$ cat config.mk
export PLATFORM = sky130hd
export DESIGN_NAME = ota_sd_readout
export DESIGN_NICKNAME = d
export VERILOG_FILES = /design/src/rtl/ota_sd_pkg.sv /design/src/rtl/ota_sd_readout_sync2.sv /design/src/rtl/ota_sd_readout.sv
export SDC_FILE = /design/constraint.sdc
export NUM_CORES = 1
export LEC_CHECK = 0
export CORE_UTILIZATION = 50
export CTS_CLUSTER_DIAMETER = 30
export CTS_CLUSTER_SIZE = 20
export DETAILED_ROUTE_END_ITERATION = 10
export DONT_BUFFER_PORTS = 1
export PLACE_DENSITY_LB_ADDON = 0.2
export SYNTH_ARGS = -nofsm -noshare
export SYNTH_HDL_FRONTEND = slang
export SYNTH_SLANG_ARGS = --single-unit
export TNS_END_PERCENT = 5
$ cat constraint.sdc
create_clock -name clk -period 2.2 [get_ports clk]
set_input_delay 0.44 -clock clk [delete_from_list [all_inputs] [get_ports clk]]
set_output_delay 0.44 -clock clk [all_outputs]
set_load 0.02 [all_outputs]
$ cat src/rtl/ota_sd_pkg.sv
// ota_sd_pkg -- shared definitions for the OTA sigma-delta readout.
//   state_t      : controller states (IDLE, RUN, DONE)
//   OSR_LOG2_DEF : default log2 of the decimation window length
package ota_sd_pkg;

  localparam int OSR_LOG2_DEF = 8;

  typedef enum logic [1:0] {
    IDLE = 2'd0,
    RUN  = 2'd1,
    DONE = 2'd2
  } state_t;

endpackage

$ cat src/rtl/ota_sd_readout_sync2.sv
// sync2 -- two-flop synchronizer for the asynchronous comparator input.
//   clk   : sampling clock
//   rst_n : asynchronous active-low reset, clears both flops
//   d     : asynchronous input
//   q     : synchronized output (second flop)
module sync2 (
  input  logic clk,
  input  logic rst_n,
  input  logic d,
  output logic q
);

  logic meta_r;
  logic sync_r;

  // Two-stage capture; the first stage may go metastable, the second settles.
  always_ff @(posedge clk or negedge rst_n) begin
    if (!rst_n) begin
      meta_r <= 1'b0;
      sync_r <= 1'b0;
    end else begin
      meta_r <= d;
      sync_r <= meta_r;
    end
  end

  assign q = sync_r;

endmodule

$ cat src/rtl/ota_sd_readout.sv
// ota_sd_readout -- digital half of a first-order OTA-based sigma-delta
// converter: closes the 1-bit feedback loop and decimates the bitstream by
// counting ones over a window of 2**OSR_LOG2 cycles.
//   clk, rst_n    : single clock, asynchronous active-low reset
//   en            : conversion enable
//   cmp_in        : asynchronous OTA output used as the comparator
//   fb_out        : registered 1-bit DAC feedback
//   chop_out      : chopper phase for the analog input switches
//   result        : decimated ones-count (CNT_W bits)
//   result_valid  : result available; result_ready accepts it
//   overrun       : sticky, an unaccepted result was overwritten
// Build option: define OTA_SD_CHOP_EN to enable chopping. The chopper phase
// then flips every window, the sample bit is demodulated with it, and the
// result is the saturating sum of the last two window counts.
module ota_sd_readout
  import ota_sd_pkg::*;
#(
  parameter int OSR_LOG2 = OSR_LOG2_DEF,
  parameter int CNT_W    = OSR_LOG2 + 1
) (
  input  logic             clk,
  input  logic             rst_n,
  input  logic             en,
  input  logic             cmp_in,
  output logic             fb_out,
  output logic             chop_out,
  output logic [CNT_W-1:0] result,
  output logic             result_valid,
  input  logic             result_ready,
  output logic             overrun
);

  localparam logic [OSR_LOG2-1:0] WIN_LAST = {OSR_LOG2{1'b1}};
  localparam logic [OSR_LOG2-1:0] WIN_ONE  = {{(OSR_LOG2-1){1'b0}}, 1'b1};
  localparam logic [CNT_W-1:0]    CNT_MAX  = {CNT_W{1'b1}};

  // Unsigned add that clamps at the all-ones value instead of wrapping.
  function automatic logic [CNT_W-1:0] sat_add(input logic [CNT_W-1:0] a,
                                               input logic [CNT_W-1:0] b);
    logic [CNT_W:0] sum;
    sum = {1'b0, a} + {1'b0, b};
    if (sum[CNT_W]) begin
      return CNT_MAX;
    end else begin
      return sum[CNT_W-1:0];
    end
  endfunction

  state_t              state_r;
  state_t              state_nxt_s;
  logic                cmp_s;
  logic                sample_s;
  logic                count_en_s;
  logic                publish_s;
  logic                en_rise_s;
  logic [CNT_W-1:0]    total_s;
  logic [OSR_LOG2-1:0] win_r;
  logic [CNT_W-1:0]    ones_r;
  logic [CNT_W-1:0]    result_r;
  logic                valid_r;
  logic                overrun_r;
  logic                fb_r;
  logic                en_d_r;

  sync2 u_sync2 (
    .clk   (clk),
    .rst_n (rst_n),
    .d     (cmp_in),
    .q     (cmp_s)
  );

`ifdef OTA_SD_CHOP_EN
  logic             chop_r;
  logic [CNT_W-1:0] prev_r;

  // Chopper phase flips once per window; the previous window count is kept
  // so the published result spans both chopper phases.
  always_ff @(posedge clk or negedge rst_n) begin
    if (!rst_n) begin
      chop_r <= 1'b0;
      prev_r <= '0;
    end else if (publish_s) begin
      chop_r <= ~chop_r;
      prev_r <= ones_r;
    end else begin
      chop_r <= chop_r;
      prev_r <= prev_r;
    end
  end

  assign sample_s = cmp_s ^ chop_r;
  assign total_s  = sat_add(prev_r, ones_r);
  assign chop_out = chop_r;
`else
  assign sample_s = cmp_s;
  assign total_s  = ones_r;
  assign chop_out = 1'b0;
`endif

  assign en_rise_s = en & ~en_d_r;

  // Controller state register.
  always_ff @(posedge clk or negedge rst_n) begin
    if (!rst_n) begin
      state_r <= IDLE;
    end else begin
      state_r <= state_nxt_s;
    end
  end

  // Next-state logic: dropping en aborts a window at any point.
  always_comb begin
    state_nxt_s = state_r;
    case (state_r)
      IDLE: begin
        if (en) state_nxt_s = RUN;
        else    state_nxt_s = IDLE;
      end
      RUN: begin
        if (!en)                   state_nxt_s = IDLE;
        else if (win_r == WIN_LAST) state_nxt_s = DONE;
        else                       state_nxt_s = RUN;
      end
      DONE: begin
        if (en) state_nxt_s = RUN;
        else    state_nxt_s = IDLE;
      end
      default: state_nxt_s = IDLE;
    endcase
  end

  // Controller outputs: count only while running and enabled, publish in DONE.
  always_comb begin
    count_en_s = 1'b0;
    publish_s  = 1'b0;
    case (state_r)
      IDLE: begin
        count_en_s = 1'b0;
        publish_s  = 1'b0;
      end
      RUN: begin
        count_en_s = en;
        publish_s  = 1'b0;
      end
      DONE: begin
        count_en_s = 1'b0;
        publish_s  = 1'b1;
      end
      default: begin
        count_en_s = 1'b0;
        publish_s  = 1'b0;
      end
    endcase
  end

  // Window and ones counters; any non-counting cycle (IDLE, DONE, abort) clears them.
  always_ff @(posedge clk or negedge rst_n) begin
    if (!rst_n) begin
      win_r  <= '0;
      ones_r <= '0;
    end else if (count_en_s) begin
      win_r  <= win_r + WIN_ONE;
      ones_r <= sat_add(ones_r, {{(CNT_W-1){1'b0}}, sample_s});
    end else begin
      win_r  <= '0;
      ones_r <= '0;
    end
  end

  // Result handshake: a new result always loads; valid drops only when accepted
  // and no new result arrives in the same cycle.
  always_ff @(posedge clk or negedge rst_n) begin
    if (!rst_n) begin
      result_r <= '0;
      valid_r  <= 1'b0;
    end else if (publish_s) begin
      result_r <= total_s;
      valid_r  <= 1'b1;
    end else if (valid_r && result_ready) begin
      result_r <= result_r;
      valid_r  <= 1'b0;
    end else begin
      result_r <= result_r;
      valid_r  <= valid_r;
    end
  end

  // Sticky overrun: set when a pending result is overwritten, cleared on en rising.
  always_ff @(posedge clk or negedge rst_n) begin
    if (!rst_n) begin
      overrun_r <= 1'b0;
    end else if (en_rise_s) begin
      overrun_r <= 1'b0;
    end else if (publish_s && valid_r && !result_ready) begin
      overrun_r <= 1'b1;
    end else begin
      overrun_r <= overrun_r;
    end
  end

  // Feedback DAC bit and enable history for edge detection.
  always_ff @(posedge clk or negedge rst_n) begin
    if (!rst_n) begin
      fb_r   <= 1'b0;
      en_d_r <= 1'b0;
    end else begin
      fb_r   <= en ? cmp_s : 1'b0;
      en_d_r <= en;
    end
  end

  assign fb_out       = fb_r;
  assign result       = result_r;
  assign result_valid = valid_r;
  assign overrun      = overrun_r;

endmodule
==> reports/qor.csv, run 1 <==
metric,value,unit
worst path required time,2440,ps
final net count,135,
cell with the most instances after synthesis,dfrtp_1,
per-cell routed wire length,15.4,µm
Final period util,66.5,%
final hold vios,0,
drt via density,5.96,
DR pass1 iterations,4,
Register Area,851,µm²
worst slew pin tran,725,ps
Root Buffer,clkbuf_4,
Worst-path clk slew,100,ps
Routed WL,2.42,mm
worst path arrival time,1700,ps
final core utilization,56.1,%
"Avg Cell Area, Syn",11.8,µm²
Max Cap Viol,0,
cell chain of the critical path,"nand3b_1, a311oi_1",
Fin Clk Skew,11.0,ps
# resized after CTS,0,
ANT nets after route,0,
# H-tree levels,2,
Int Power,757,µW
gr usage total,18.6,%
"Top FF cell, synth",dfrtp_1,
clock power share,31.8,%
Final HPWL DP,1.59,mm
Hold WS,117,ps
sequential share of the synthesized area,59.0,%
Detailed Route Iter0 Violations,31,
CTS tree,built,
Crit Path Max Fanout,18,
global-route wire length before repair,4.21,mm
Yosys warning count,0,
Synth Register Bits,34,
clk buf depth,2,
fin cells,157,
count of final max-slew check failures,0,
Post-synth ARST share,100,%
DR DRC count,0,
peak supply drop,491,µV
status,completed,
starting density of the core,52.7,%
diode count,0,
final worst slack,737,ps
"Setup violations, final",0,
Mapped Area,0.00144,mm²
synth unique cells,36,
critical path startpoint category,flop,
met3 Use GR,7.91,%
RSZ-0062 raised after global routing,false,
switching power total,229,µW
top cell type by total area after synthesis,dfrtp_1,
layout cells sized above 1,15.9,%
Synth area leaders,"dfrtp_1 59%, mux2_2 7.0%, ha_1 3.5%, a21oi_1 3.1%, nand3_1 2.4%",
fillers,229,
Std-Cell Rows,19,
max incr delay on CP,580,ps
clk sink count,34,
die height,55.7,µm
placed cells,148,
Hold Path Class,in -> reg,
fmax,684,MHz
Die W,55.7,µm
Mapped Cells,122,
Setup WS pre-CTS,758,ps
Synth Net Count,131,
Routability Congestion,0.832,
post-route setup TNS,0,ps
Num CTS Buffers,5,
vias in the first global route,982,
Seq pwr share,64.8,%
fin crit period,1460,ps
die footprint,0.00310,mm²
Worst slew margin,51.5,%
combinational power share,3.4,%
switch share,23.2,%
Setup CP Type,reg -> reg,
routing usage on met2,31.0,%
Clock Latency Late Sink,340,ps
I/O Buffers,0,
Synth top area share,59.0,%
Crit-path slowest cell,nand3b_1,
I/O pin count,18,
multi-input combinational cell area,544,µm²
initial antenna violation count,0,
"Remaining Overflow, GRT",0,
crit path capture type,flop,
Leakage,0.000691,µW
global routing's busiest layer,met2,
pwr/cell area,642,mW/mm²
area delta synth->final,6.42,%
"top cells by count, synth","34 x dfrtp_1, 9 x a21oi_1, 9 x mux2_2",
largest net degree at the start of global routing,35,
Post-synth EDFFs,0,
grt met1 use,20.0,%
via count,936,
core area,0.00273,mm²
layer usage:
metal	wire length, µm	up-vias
li1	-	444
met1	1090	455
met2	1160	30
met3	121	7
met4	53	0
met5	0	-
per-stage QoR:
stage,instance area [µm²],power (µW)
CTS,1530,1000
finish,1530,985
floorplan,1440,664
detailed placement,1460,668
global placement,1460,666
global route,1530,1030
critical path, delay by kind of cell (launching register included):
family             cells  cell delay [ps]
AOI/OAI and AO/OA      1              400
and+or+nand+nor        1              580
DFF                    1              400
layout make-up:
| cell class | instances | share of cell area [%] |
|---|---|---|
| Multi-Input combinational cell | 77 | 35.5 |
| Clock inverter | 2 | 0.653 |
| Tap cell | 31 | 2.53 |
| Sequential cell | 34 | 55.5 |
| Clock buffer | 5 | 2.45 |
| Inverter | 6 | 1.47 |
| Timing Repair Buffer | 2 | 1.96 |
timing repair:
item                      in CTS  in global routing
hold buffers                   2                  0
buffers inserted               0                  0
hold endpoints to repair      34                  0
flip-flops by register name (all words and copies together), names as in the netlist, 2 cells and up:
signal and count:
result 9, state_r 2, ones_r 9, win_r 8
cell families (layout without fill, tap and decap cells):
logic type	after synthesis	in the layout	synth area share [%]
other	1	1	0.260
XOR/XNOR	5	5	3.04
adder cells (fa/ha/maj)	4	4	3.47
AO/OA/AOI/OAI	23	23	9.98
multiplexers	9	9	7.03
AND/OR/NAND/NOR	35	35	14.0
flip-flops	34	34	59.0
buffers and inverters	11	15	3.21
power by group through the flow:
stage	sequential [µW]	clock, µW	combinational [µW]
CTS	639	327	34.6
global route	640	351	39.1
floorplan	650	0	14.9
detailed placement	651	0	16.6
finish	638	314	33.3
global placement	650	0	15.4
path summary, 6_finish.rpt:
| check | start | to | slack [ps] | cells past startpoint |
|---|---|---|---|---|
| min | en | en_d_r$_DFF_PN0_ | 120 | 0 |
| min in group asynchronous | rst_n | result[2]$_DFFE_PN0N_ | 540 | 2 |
| max | state_r[1]$_DFF_PN0_ | ones_r[4]$_DFF_PN0_ | 740 | 2 |
| max reg2reg | state_r[1]$_DFF_PN0_ | ones_r[4]$_DFF_PN0_ | 740 | 2 |
| min reg2reg | u_sync2.meta_r$_DFF_PN0_ | u_sync2.q$_DFF_PN0_ | 360 | 0 |
| max in group asynchronous | rst_n | win_r[1]$_DFF_PN0_ | 1480 | 2 |
cell usage in the layout (no fill, tap or decap), drive strengths merged, types with 2 or more instances in the layout:
master,n
dfrtp,34
a21oi,9
mux2,9
nand3,8
inv,6
nor2,5
nor3,5
clkbuf,5
ha,4
nand2,3
o21ai,3
xor2,3
a211oi,3
nand4,2
or3,2
xnor2,2
and2,2
a31oi,2
and3,2
clkinv,2
No activity file was read; power rests on OpenSTA's default activity.
==> run 2, diff against run 1 <==
==> constraint.sdc (replaced) <==
create_clock -name clk -period 1.34 [get_ports clk]
set_input_delay 0.268 -clock clk [delete_from_list [all_inputs] [get_ports clk]]
set_output_delay 0.268 -clock clk [all_outputs]
set_load 0.02 [all_outputs]
==> run 2 against run 1 <==
  * Setup slack got worse by 690 ps
  * Final cell count rose by 5.7%
  * Critical endpoint is now ones_r[7]$_DFF_PN0_
  * Sequential power grew 65%
==> reports/qor.csv, run 2 (synthesis results as in run 1) <==
metric,value,unit,change
die footprint,0.00310,mm²,unchanged
final hold vios,0,,unchanged
"commonest non-fill, non-tap cells in the layout","33 x dfrtp_1, 9 x mux2_2, 8 x a21oi_1",,
initial antenna violation count,0,,unchanged
vias in the first global route,979,,-0.31%
diode count,0,,unchanged
Std-Cell Rows,19,,unchanged
crit path capture type,flop,,
worst path required time,1540,ps,-900 ps
drt via density,5.86,,-1.8%
Crit Path Max Fanout,7,,-11
count of final max-slew check failures,0,,unchanged
I/O pin count,18,,unchanged
pwr/cell area,964,mW/mm²,+50%
RSZ-0062 raised after global routing,false,,
Final Cell Area,0.00166,mm²,+8.4%
starting density of the core,52.7,%,unchanged
Num CTS Buffers,5,,unchanged
die height,55.7,µm,unchanged
Max Cap Viol,0,,unchanged
Final HPWL DP,1.56,mm,-2.2%
peak supply drop,805,µV,+64%
Leakage,0.000731,µW,+5.7%
status,completed,,
Crit-path slowest cell,dfrtp_1,,
Final period util,96.8,%,+30 points
R2R cell count,3,,+1
layout cells sized above 1,25.2,%,+9.3 points
final net count,144,,+6.7%
DR DRC count,0,,unchanged
combinational power share,4.0,%,+0.6 points
Detailed Route Iter0 Violations,27,,-13%
Clock Latency Late Sink,320,ps,-20 ps
"commonest non-fill, non-tap cell in the layout",dfrtp_1,,
global-route wire length before repair,4.22,mm,+0.31%
CP Depth,3,,+1
area delta synth->final,15.4,%,
Worst-path clk slew,90,ps,about the same
post-route setup TNS,0,ps,unchanged
# H-tree levels,2,,unchanged
final worst slack,43.4,ps,-694 ps
"CP delay by family, top",simple AND/OR/NAND/NOR gates,,
via count,972,,+3.8%
CTS tree,built,,
critical path startpoint category,flop,,
ANT nets after route,0,,unchanged
Setup WS pre-CTS,-16.4,ps,-774 ps
clk buf depth,2,,unchanged
switching power total,345,µW,+51%
Final Power,1600,µW,+63%
clk sink count,34,,unchanged
Routability Congestion,0.821,,-1.4%
gr usage total,17.9,%,-0.72 points
largest net degree at the start of global routing,35,,unchanged
cell chain of the critical path,"nand4_1, nor4b_1, nor3_1",,
WP buf/inv,0,,unchanged
area post-placement,0.00150,mm²,+2.9%
fmax,771,MHz,+13%
Fin Clk Skew,3.58,ps,-7.44 ps
Seq pwr share,65.3,%,+0.5 points
"Setup violations, final",0,,unchanged
DR pass1 iterations,4,,unchanged
max incr delay on CP,470,ps,-110 ps
Hold Path Class,in -> reg,,
I/O Buffers,0,,unchanged
Hold WS,34.4,ps,-82.5 ps
Routed WL,2.40,mm,-0.78%
clock power share,30.7,%,-1.1 points
switch share,21.5,%,-1.7 points
fin crit period,1300,ps,-166 ps
worst hold stages,1,,+1
core area,0.00273,mm²,unchanged
Int Power,1260,µW,+66%
Root Buffer,clkbuf_4,,
Die W,55.7,µm,unchanged
Setup CP Type,reg -> reg,,
worst path arrival time,1490,ps,-210 ps
"Remaining Overflow, GRT",0,,unchanged
per-cell routed wire length,14.5,µm,-6.2%
[run 2: cell count changes in the layout (fill, tap and decap cells not counted), moves of 2 or more]
| cell | change |
|---|---|
| clkinv_2 | -2 |
| a211oi_2 | +2 |
| ha_2 | +2 |
| ha_1 | -3 |
| clkbuf_1 | +2 |
| dlygate4sd3_1 | +2 |
| a211oi_1 | -2 |
| buf_4 | +6 |
[run 2: final timing paths]
path | end | startpoint | slack, ps
hold reg to reg | u_sync2.q$_DFF_PN0_ | u_sync2.meta_r$_DFF_PN0_ | 370
min in group asynchronous | result_valid$_DFFE_PN0P_ | rst_n | 390
setup reg to reg | ones_r[7]$_DFF_PN0_ | ones_r[2]$_DFF_PN0_ | 40
hold / removal | overrun$_DFFE_PN0P_ | en | 30
setup / recovery | ones_r[7]$_DFF_PN0_ | ones_r[2]$_DFF_PN0_ | 40
max in group asynchronous | ones_r[6]$_DFF_PN0_ | rst_n | 770
[run 2: layout make-up]
class	instances	area (µm²)
Sequential cell	34	852
Tap cell	31	38.8
Inverter	6	22.5
Timing Repair Buffer	11	115
Fill cell	242	1070
Multi-Input combinational cell	77	589
Clock buffer	7	45.0
[run 2: power by group through the flow]
stage | logic (µW) | clock network, µW | registers (µW)
finish | 63.7 | 492 | 1050
global route | 75.4 | 556 | 1050
CTS | 64.0 | 513 | 1050
detailed placement | 29.3 | 0 | 1070
global placement | 28.6 | 0 | 1070
floorplan | 24.4 | 0 | 1070
[run 2: timing repair]
action | 4_1_cts | 5_1_grt
pin swaps | 0 | 2
hold buffers | 4 | 0
setup endpoints to repair | 3 | 10
endpoints found under the hold margin | 36 | 0
setup buffers | 0 | 3
resized for setup | 2 | 10
[run 2: stage by stage]
step,instances,util (%)
after global routing,166,60.8
after CTS,163,58.4
after floorplan,122,-
final,166,60.8
after global placement,152,54.8
after detailed placement,152,54.8
[run 2: layer usage]
layer	global-route usage (%)	wire length [µm]	part of all wire, %	up-vias
met5	0	0	0	-
met4	6.43	40	1.7	0
met3	6.28	118	4.9	6
met2	31.2	1220	51	30
met1	20.1	1030	43	470
li1	-	-	-	466
